==> config.mk <==
export PLATFORM = sky130hd
export DESIGN_NAME = conv_window_mac_flat
export DESIGN_NICKNAME = d
export VERILOG_FILES = /design/src/rtl/conv_window_mac_pkg.sv /design/src/rtl/conv_window_mac_if.sv /design/src/rtl/conv_window_mac_tap3_dot.sv /design/src/rtl/conv_window_mac.sv /design/src/flat_wrapper.sv
export SDC_FILE = /design/constraint.sdc
export NUM_CORES = 2
export LEC_CHECK = 0
export BUFFER_PORTS_ARGS = -buffer_cell sky130_fd_sc_hd__buf_2
export CAP_MARGIN = 25
export CORE_MARGIN = 1.5
export CORE_UTILIZATION = 66
export DETAILED_ROUTE_END_ITERATION = 6
export PLACE_DENSITY = 0.92
export SLEW_MARGIN = 25
export SYNTH_ARGS = -nofsm -noshare
export SYNTH_HDL_FRONTEND = slang
export SYNTH_SLANG_ARGS = --single-unit
==> constraint.sdc <==
create_clock -name clk -period 13.2 [get_ports clk]
set_clock_uncertainty 0.05 [all_clocks]
set_input_delay 1.98 -clock clk [delete_from_list [all_inputs] [get_ports clk]]
set_output_delay 1.98 -clock clk [all_outputs]
set_load 0.005 [all_outputs]
==> src/rtl/conv_window_mac_pkg.sv <==
// Shared widths and helpers for the 3x3 convolution window MAC.
// Optional build macro CONV_STALL_CNT_EN is consumed by conv_window_mac.
package conv_window_mac_pkg;
  localparam int DATA_BITS   = 8;
  localparam int PSUM_BITS   = DATA_BITS * 2 + 2;
  localparam int KERNEL_TAPS = 3;
  localparam int W_IDX_BITS  = 4;
  localparam int NUM_WEIGHTS = KERNEL_TAPS * KERNEL_TAPS;

  typedef logic [1:0] col_cnt_t;

  // Column count after an accepted beat: restart at 1 on a new row, else saturate at 3.
  function automatic col_cnt_t col_cnt_step(input col_cnt_t cnt, input logic row_start);
    if (row_start) return 2'd1;
    return (cnt == 2'd3) ? cnt : cnt + 2'd1;
  endfunction
endpackage

==> src/rtl/conv_window_mac_if.sv <==
// Weight-load, column-stream and partial-sum handshake bundle for conv_window_mac.
interface conv_window_mac_if
  import conv_window_mac_pkg::*;
#(
  parameter int DW = DATA_BITS,
  parameter int PW = PSUM_BITS
);
  logic                  w_load;
  logic [W_IDX_BITS-1:0] w_idx;
  logic signed [DW-1:0]  w_data;
  logic                  in_valid;
  logic                  in_ready;
  logic                  row_start;
  logic signed [DW-1:0]  pix_top;
  logic signed [DW-1:0]  pix_mid;
  logic signed [DW-1:0]  pix_bot;
  logic                  out_valid;
  logic                  out_ready;
  logic signed [PW-1:0]  row0_psum;
  logic signed [PW-1:0]  row1_psum;
  logic signed [PW-1:0]  row2_psum;

  modport slave (
    input  w_load, w_idx, w_data, in_valid, row_start, pix_top, pix_mid, pix_bot, out_ready,
    output in_ready, out_valid, row0_psum, row1_psum, row2_psum
  );

  modport master (
    output w_load, w_idx, w_data, in_valid, row_start, pix_top, pix_mid, pix_bot, out_ready,
    input  in_ready, out_valid, row0_psum, row1_psum, row2_psum
  );
endinterface

==> src/rtl/conv_window_mac_tap3_dot.sv <==
// One window row: three registered signed multiplies followed by a registered exact 3-term sum.
module conv_tap3_dot
  import conv_window_mac_pkg::*;
#(
  parameter int DW = DATA_BITS,
  parameter int PW = PSUM_BITS
)(
  input  logic                 clk,
  input  logic                 rst,
  input  logic                 load_prod,
  input  logic                 load_sum,
  input  logic signed [DW-1:0] pix  [KERNEL_TAPS],
  input  logic signed [DW-1:0] wgt  [KERNEL_TAPS],
  output logic signed [PW-1:0] psum
);
  logic signed [2*DW-1:0] prod [KERNEL_TAPS];
  logic signed [PW-1:0]   sum_nxt;

  always_comb begin
    sum_nxt = '0;
    for (int unsigned i = 0; i < KERNEL_TAPS; i++)
      sum_nxt = sum_nxt + {{(PW-2*DW){prod[i][2*DW-1]}}, prod[i]};
  end

  always_ff @(posedge clk) begin
    if (rst) begin
      for (int unsigned i = 0; i < KERNEL_TAPS; i++) prod[i] <= '0;
      psum <= '0;
    end else begin
      if (load_prod)
        for (int unsigned i = 0; i < KERNEL_TAPS; i++)
          prod[i] <= $signed({{DW{pix[i][DW-1]}}, pix[i]}) * $signed({{DW{wgt[i][DW-1]}}, wgt[i]});
      if (load_sum) psum <= sum_nxt;
    end
  end
endmodule

==> src/rtl/conv_window_mac.sv <==
// 3x3 sliding-window MAC: column stream in, three signed row partial sums out (2-stage pipe).
// Define CONV_STALL_CNT_EN to add the saturating output-stall counter port stall_cnt.
module conv_window_mac
  import conv_window_mac_pkg::*;
#(
  parameter int DW = DATA_BITS,
  parameter int PW = PSUM_BITS
)(
  input  logic              clk,
  input  logic              rst,
  conv_window_mac_if.slave  bus
`ifdef CONV_STALL_CNT_EN
  , output logic [15:0]     stall_cnt
`endif
);
  logic signed [DW-1:0] win     [KERNEL_TAPS][KERNEL_TAPS];  // [col][row], col 2 newest
  logic signed [DW-1:0] win_nxt [KERNEL_TAPS][KERNEL_TAPS];
  logic signed [DW-1:0] wgt     [NUM_WEIGHTS];
  logic signed [DW-1:0] row_pix [KERNEL_TAPS][KERNEL_TAPS];  // [row][col]
  logic signed [DW-1:0] row_wgt [KERNEL_TAPS][KERNEL_TAPS];
  logic signed [PW-1:0] psum    [KERNEL_TAPS];
  col_cnt_t             col_cnt, col_cnt_nxt;
  logic                 en, accept, s1_load, s2_load, s1_valid, out_valid;

  assign en          = !(out_valid && !bus.out_ready);
  assign accept      = bus.in_valid && en;
  assign col_cnt_nxt = accept ? col_cnt_step(col_cnt, bus.row_start) : col_cnt;
  assign s1_load     = accept && (col_cnt_nxt == 2'd3);
  assign s2_load     = en && s1_valid;

  // Products are taken from the post-shift window so a result is ready one edge after the 3rd column.
  always_comb begin
    win_nxt = win;
    if (accept) begin
      for (int unsigned r = 0; r < KERNEL_TAPS; r++) begin
        win_nxt[0][r] = bus.row_start ? '0 : win[1][r];
        win_nxt[1][r] = bus.row_start ? '0 : win[2][r];
      end
      win_nxt[2][0] = bus.pix_top;
      win_nxt[2][1] = bus.pix_mid;
      win_nxt[2][2] = bus.pix_bot;
    end
    for (int unsigned r = 0; r < KERNEL_TAPS; r++)
      for (int unsigned c = 0; c < KERNEL_TAPS; c++) begin
        row_pix[r][c] = win_nxt[c][r];
        row_wgt[r][c] = wgt[r*KERNEL_TAPS + c];
      end
  end

  always_ff @(posedge clk) begin
    if (rst) begin
      for (int unsigned c = 0; c < KERNEL_TAPS; c++)
        for (int unsigned r = 0; r < KERNEL_TAPS; r++) win[c][r] <= '0;
      for (int unsigned i = 0; i < NUM_WEIGHTS; i++) wgt[i] <= '0;
      col_cnt   <= '0;
      s1_valid  <= 1'b0;
      out_valid <= 1'b0;
    end else begin
      // Weight writes bypass the stall: they land even while the pipe is frozen.
      if (bus.w_load && (bus.w_idx < W_IDX_BITS'(NUM_WEIGHTS))) wgt[bus.w_idx] <= bus.w_data;
      if (en) begin
        win       <= win_nxt;
        col_cnt   <= col_cnt_nxt;
        s1_valid  <= s1_load;
        out_valid <= s1_valid;
      end
    end
  end

  for (genvar r = 0; r < KERNEL_TAPS; r++) begin : g_row
    conv_tap3_dot #(.DW(DW), .PW(PW)) u_dot (
      .clk       (clk),
      .rst       (rst),
      .load_prod (s1_load),
      .load_sum  (s2_load),
      .pix       (row_pix[r]),
      .wgt       (row_wgt[r]),
      .psum      (psum[r])
    );
  end

  assign bus.in_ready  = en;
  assign bus.out_valid = out_valid;
  assign bus.row0_psum = psum[0];
  assign bus.row1_psum = psum[1];
  assign bus.row2_psum = psum[2];

`ifdef CONV_STALL_CNT_EN
  always_ff @(posedge clk) begin
    if (rst)
      stall_cnt <= '0;
    else if (out_valid && !bus.out_ready && (stall_cnt != '1))
      stall_cnt <= stall_cnt + 16'd1;
  end
`endif
endmodule

==> src/flat_wrapper.sv <==
// flat-port wrapper written by rule: the top's interface ports become plain ports
module conv_window_mac_flat import conv_window_mac_pkg::*;
#(
  parameter int DW = DATA_BITS,
  parameter int PW = PSUM_BITS
)
  (clk, rst, bus_w_load, bus_w_idx, bus_w_data, bus_in_valid, bus_row_start, bus_pix_top, bus_pix_mid, bus_pix_bot, bus_out_ready, bus_in_ready, bus_out_valid, bus_row0_psum, bus_row1_psum, bus_row2_psum);
  conv_window_mac_if #(.DW(DW), .PW(PW)) bus_i ();
  input  logic clk;
  input  logic rst;
  input wire logic [$bits(bus_i.w_load)-1:0] bus_w_load;
  input wire logic [$bits(bus_i.w_idx)-1:0] bus_w_idx;
  input wire logic [$bits(bus_i.w_data)-1:0] bus_w_data;
  input wire logic [$bits(bus_i.in_valid)-1:0] bus_in_valid;
  input wire logic [$bits(bus_i.row_start)-1:0] bus_row_start;
  input wire logic [$bits(bus_i.pix_top)-1:0] bus_pix_top;
  input wire logic [$bits(bus_i.pix_mid)-1:0] bus_pix_mid;
  input wire logic [$bits(bus_i.pix_bot)-1:0] bus_pix_bot;
  input wire logic [$bits(bus_i.out_ready)-1:0] bus_out_ready;
  output wire logic [$bits(bus_i.in_ready)-1:0] bus_in_ready;
  output wire logic [$bits(bus_i.out_valid)-1:0] bus_out_valid;
  output wire logic [$bits(bus_i.row0_psum)-1:0] bus_row0_psum;
  output wire logic [$bits(bus_i.row1_psum)-1:0] bus_row1_psum;
  output wire logic [$bits(bus_i.row2_psum)-1:0] bus_row2_psum;
  assign bus_i.w_load = bus_w_load;
  assign bus_i.w_idx = bus_w_idx;
  assign bus_i.w_data = bus_w_data;
  assign bus_i.in_valid = bus_in_valid;
  assign bus_i.row_start = bus_row_start;
  assign bus_i.pix_top = bus_pix_top;
  assign bus_i.pix_mid = bus_pix_mid;
  assign bus_i.pix_bot = bus_pix_bot;
  assign bus_i.out_ready = bus_out_ready;
  assign bus_in_ready = bus_i.in_ready;
  assign bus_out_valid = bus_i.out_valid;
  assign bus_row0_psum = bus_i.row0_psum;
  assign bus_row1_psum = bus_i.row1_psum;
  assign bus_row2_psum = bus_i.row2_psum;
  conv_window_mac #(.DW(DW), .PW(PW)) u_core (.clk(clk), .rst(rst), .bus(bus_i));
endmodule
==> metrics.cfg <==
[run_status]
status = complete, no violations

[route]
vias_per_cell = 5.82
ant_nets = 0
dr.first_iter.drc_count = 2171
drc_errors = 0
wl_per_cell_um = 19.6
wl_mm = 92.5
first_pass_iters = 6
vias = 27434

[floorplan]
die_height_um = 243
std_cell_rows = 87
chipWidth_um = 243
start_util_pct = 67.0
top_level_ports = 98
fp.coreArea_um2 = 56500
dieArea_um2 = 58800

[final_layout]
nets = 4821
syn_to_final_growth_pct = 7.32
drive_above_1_share_pct = 5.16
final_core_util_pct = 71.9
final_cells = 4714

[timing]
timing.final.crit_share_pct = 58.4
maxSlewHeadroom_pct = 30.3
slew_violations = 0
timing.fmax_ghz = 0.130
tightest_slew_ns = 1.03
period_needed_ns = 7.71
rsz0062_at_grt = no
final-hold-violation-count = 0
setup_tns_ns = 0
setup_viol = 0

[synthesis]
ys_ff_latch = 346
synthCells = 3839
yosysTopAreaCellShare_pct = 28.9
postSynth.asyncResetShare_pct = 0
ys_warn_count = 0
synth_edf_count = 216
yosys.area.top_type = fa_1
synth.avg_cell_area_um2 = 9.86
synth_ff_type = edfxtp_1
synthDistinctLibCells = 56
synth.yosys.seq_area_share_pct = 24.0
syn_nets = 4736
syn_area_um2 = 37900
ys_top_cells_by_area = fa_1, edfxtp_1, ha_1

[setup_path]
crit_path_start_kind = input port
path_cells = buf_2 -> nand2b_1 -> nand2_8 -> nor3b_1 -> a21oi_1 -> nor2b_1 -> fa_1 -> inv_1 -> fa_1 -> inv_1 -> fa_1 -> inv_1 -> fa_1 -> inv_1 -> ha_1 -> o21a_1 -> a21oi_1 -> o211ai_1 -> a21oi_1 -> nor2_1 -> or3_1 -> a21oi_1
path_class = in -> reg
critPathArrivalTime_ns = 8.04
endpoint_kind = register
critPathBufInv = 5
crit_fanout = 106
cp_top_family = adder cells
required_ns = 13.53
worstReg2RegStart = u_core.bus.out_valid$_SDFFE_PP0N_
r2r-end = u_core.g_row[2].u_dot.prod[0][31]$_SDFFCE_PN0P_
rrSetupSlack_ns = 6.73
slowest_stage = a21oi_1
r2r_cells = 21
max_stage_delay_ns = 0.65

[clock_network]
clock_tree.root_cell = clkbuf_16
cts_resized = 0
clkLatencyLatePin_ns = 0.58
postCtsHoldBufs = 0
ctsHtreeMaxLevel = 2
clk_pin_slew_ns = 0.06
cts_buffer_depth = 3
cts_tree = built
clock-sinks = 346
postCtsSetupBuffers = 0
cts_buffers = 40

[placed_design]
io_buffers = 97
dp.cells = 4638
place_congestion = 0.930
hpwl_mm = 71.5

[global_routing]
gr-usage-all-layers_pct = 32.4
grt_pass1_vias = 28976
grt_pass1_wl_mm = 149
overflow = 0
grt_antenna_before_repair = 6
grt_max_degree = 107

[power]
total_power_mw = 4.17
peakVddDrop_mv = 0.104
power_density_nw_per_um2 = 103
p_leak_nw = 18.7

[run]
cap_violations = 0

[min_path]
min_path_cells = 2
min_path_type = reg -> reg
hold_end = u_core.g_row[2].u_dot.psum[5]$_SDFFE_PP0P_
min_from = u_core.g_row[2].u_dot.psum[5]$_SDFFE_PP0P_

==> synth_stat cells (26+ instances only) <==
cell,n
ha_1,308
a21o_1,40
clkbuf_1,53
nor2b_1,358
nor2_1,236
nand2b_1,117
and2_1,195
edfxtp_1,216
o21ai_0,71
nand2_1,160
a211oi_1,37
nand3_1,26
fa_1,547
a21oi_1,163
nor3b_1,53
dfxtp_1,130
xnor2_1,101
inv_1,741
nor3_1,36
xor2_1,55
==> how the worst max path moves through the flow <==
stage | start | end | slack, ns | depth (start not counted)
after global placement | bus_out_ready | u_core.g_row[2].u_dot.prod[0][31]$_SDFFCE_PN0P_ | 4.99 | 22
after floorplan | bus_out_ready | u_core.g_row[0].u_dot.prod[0][14]$_SDFFCE_PN0P_ | 5.91 | 24
final | bus_out_ready | u_core.g_row[2].u_dot.prod[0][31]$_SDFFCE_PN0P_ | 5.49 | 22
after global routing | bus_out_ready | u_core.g_row[2].u_dot.prod[0][15]$_SDFFCE_PN0P_ | 5.20 | 22
after detailed placement | bus_out_ready | u_core.g_row[1].u_dot.prod[0][47]$_SDFFCE_PN0P_ | 4.77 | 21
after CTS | bus_out_ready | u_core.g_row[1].u_dot.prod[0][47]$_SDFFCE_PN0P_ | 5.38 | 21
==> state kept, by name, summed over array words and instances (netlist names) <==
name / count
u_core.g_row.u_dot.psum: 54
u_core.g_row.u_dot.prod: 144
u_core.s1_valid: 1
u_core.win: 72
u_core.col_cnt: 2
u_core.bus.out_valid: 1
u_core.wgt: 72
==> layout by cell type, fill, tap and decap left out, types with 117 or more instances in the layout <==
cell type	instances
a21oi_1	163
and2_1	193
dfxtp_1	130
edfxtp_1	216
fa_1	547
ha_1	308
inv_1	741
nand2_1	157
nand2b_1	117
nor2_1	235
nor2b_1	358
==> metal layers <==
metal	up-vias	GRT usage [%]	share of wire, %
met5	-	0	0.029
met4	4	14.5	4.9
met3	286	7.31	9.1
met2	1248	53.8	48
met1	13639	40.6	38
li1	12257	-	-
==> logic make-up (layout without fill, tap and decap cells) <==
family	count (synthesis)	in the layout	synth area share (%)
buf+inv	806	923	8.00
xor+xnor	156	156	3.61
flops	346	346	24.0
mux	24	24	0.634
other cells	0	2	0
compound gates	411	411	6.74
fa+ha+maj	855	855	39.1
simple gates	1241	1241	17.9
==> report_power, final <==
| group | total (mW) | internal [mW] | switching, mW |
|---|---|---|---|
| registers | 1.25 | 1.19 | 0.0572 |
| logic | 1.71 | 0.716 | 0.994 |
| clock network | 1.21 | 0.718 | 0.493 |
==> worst reg2reg max path, stage by stage (launching register included) <==
cell and delay [ns]:
dfxtp_1 0.33, nand2b_1 0.29, nand2_8 0.61, nor3b_1 0.18, a21oi_1 0.65, nor2b_1 0.15, fa_1 0.57, inv_1 0.06
fa_1 0.53, inv_1 0.05, fa_1 0.48, inv_1 0.05, fa_1 0.47, inv_1 0.04, ha_1 0.31, o21a_1 0.13
a21oi_1 0.29, o211ai_1 0.21, a21oi_1 0.17, nor2_1 0.06, or3_1 0.32, a21oi_1 0.27
==> metrics by stage <==
stage               cell area (um^2)  setup slack (ns)  hold slack, ns
floorplan                      37900              5.91           0.390
finish                         40600              5.49           0.396
detailed placement             39200              4.77           0.394
CTS                            40600              5.38           0.400
global placement               39200              4.99           0.385
global route                   40600              5.20           0.418
==> area by class of cell <==
type                            instances  area (um^2)
Antenna cell                            2         5.00
Clock buffer                           50         1170
Clock inverter                         24          272
Fill cell                            3644        15900
Inverter                              741         2780
Multi-Input combinational cell       2687        25800
Sequential cell                       346         9090
Tap cell                              756          946
Timing Repair Buffer                  108          571
No activity file was read; power rests on OpenSTA's default activity.
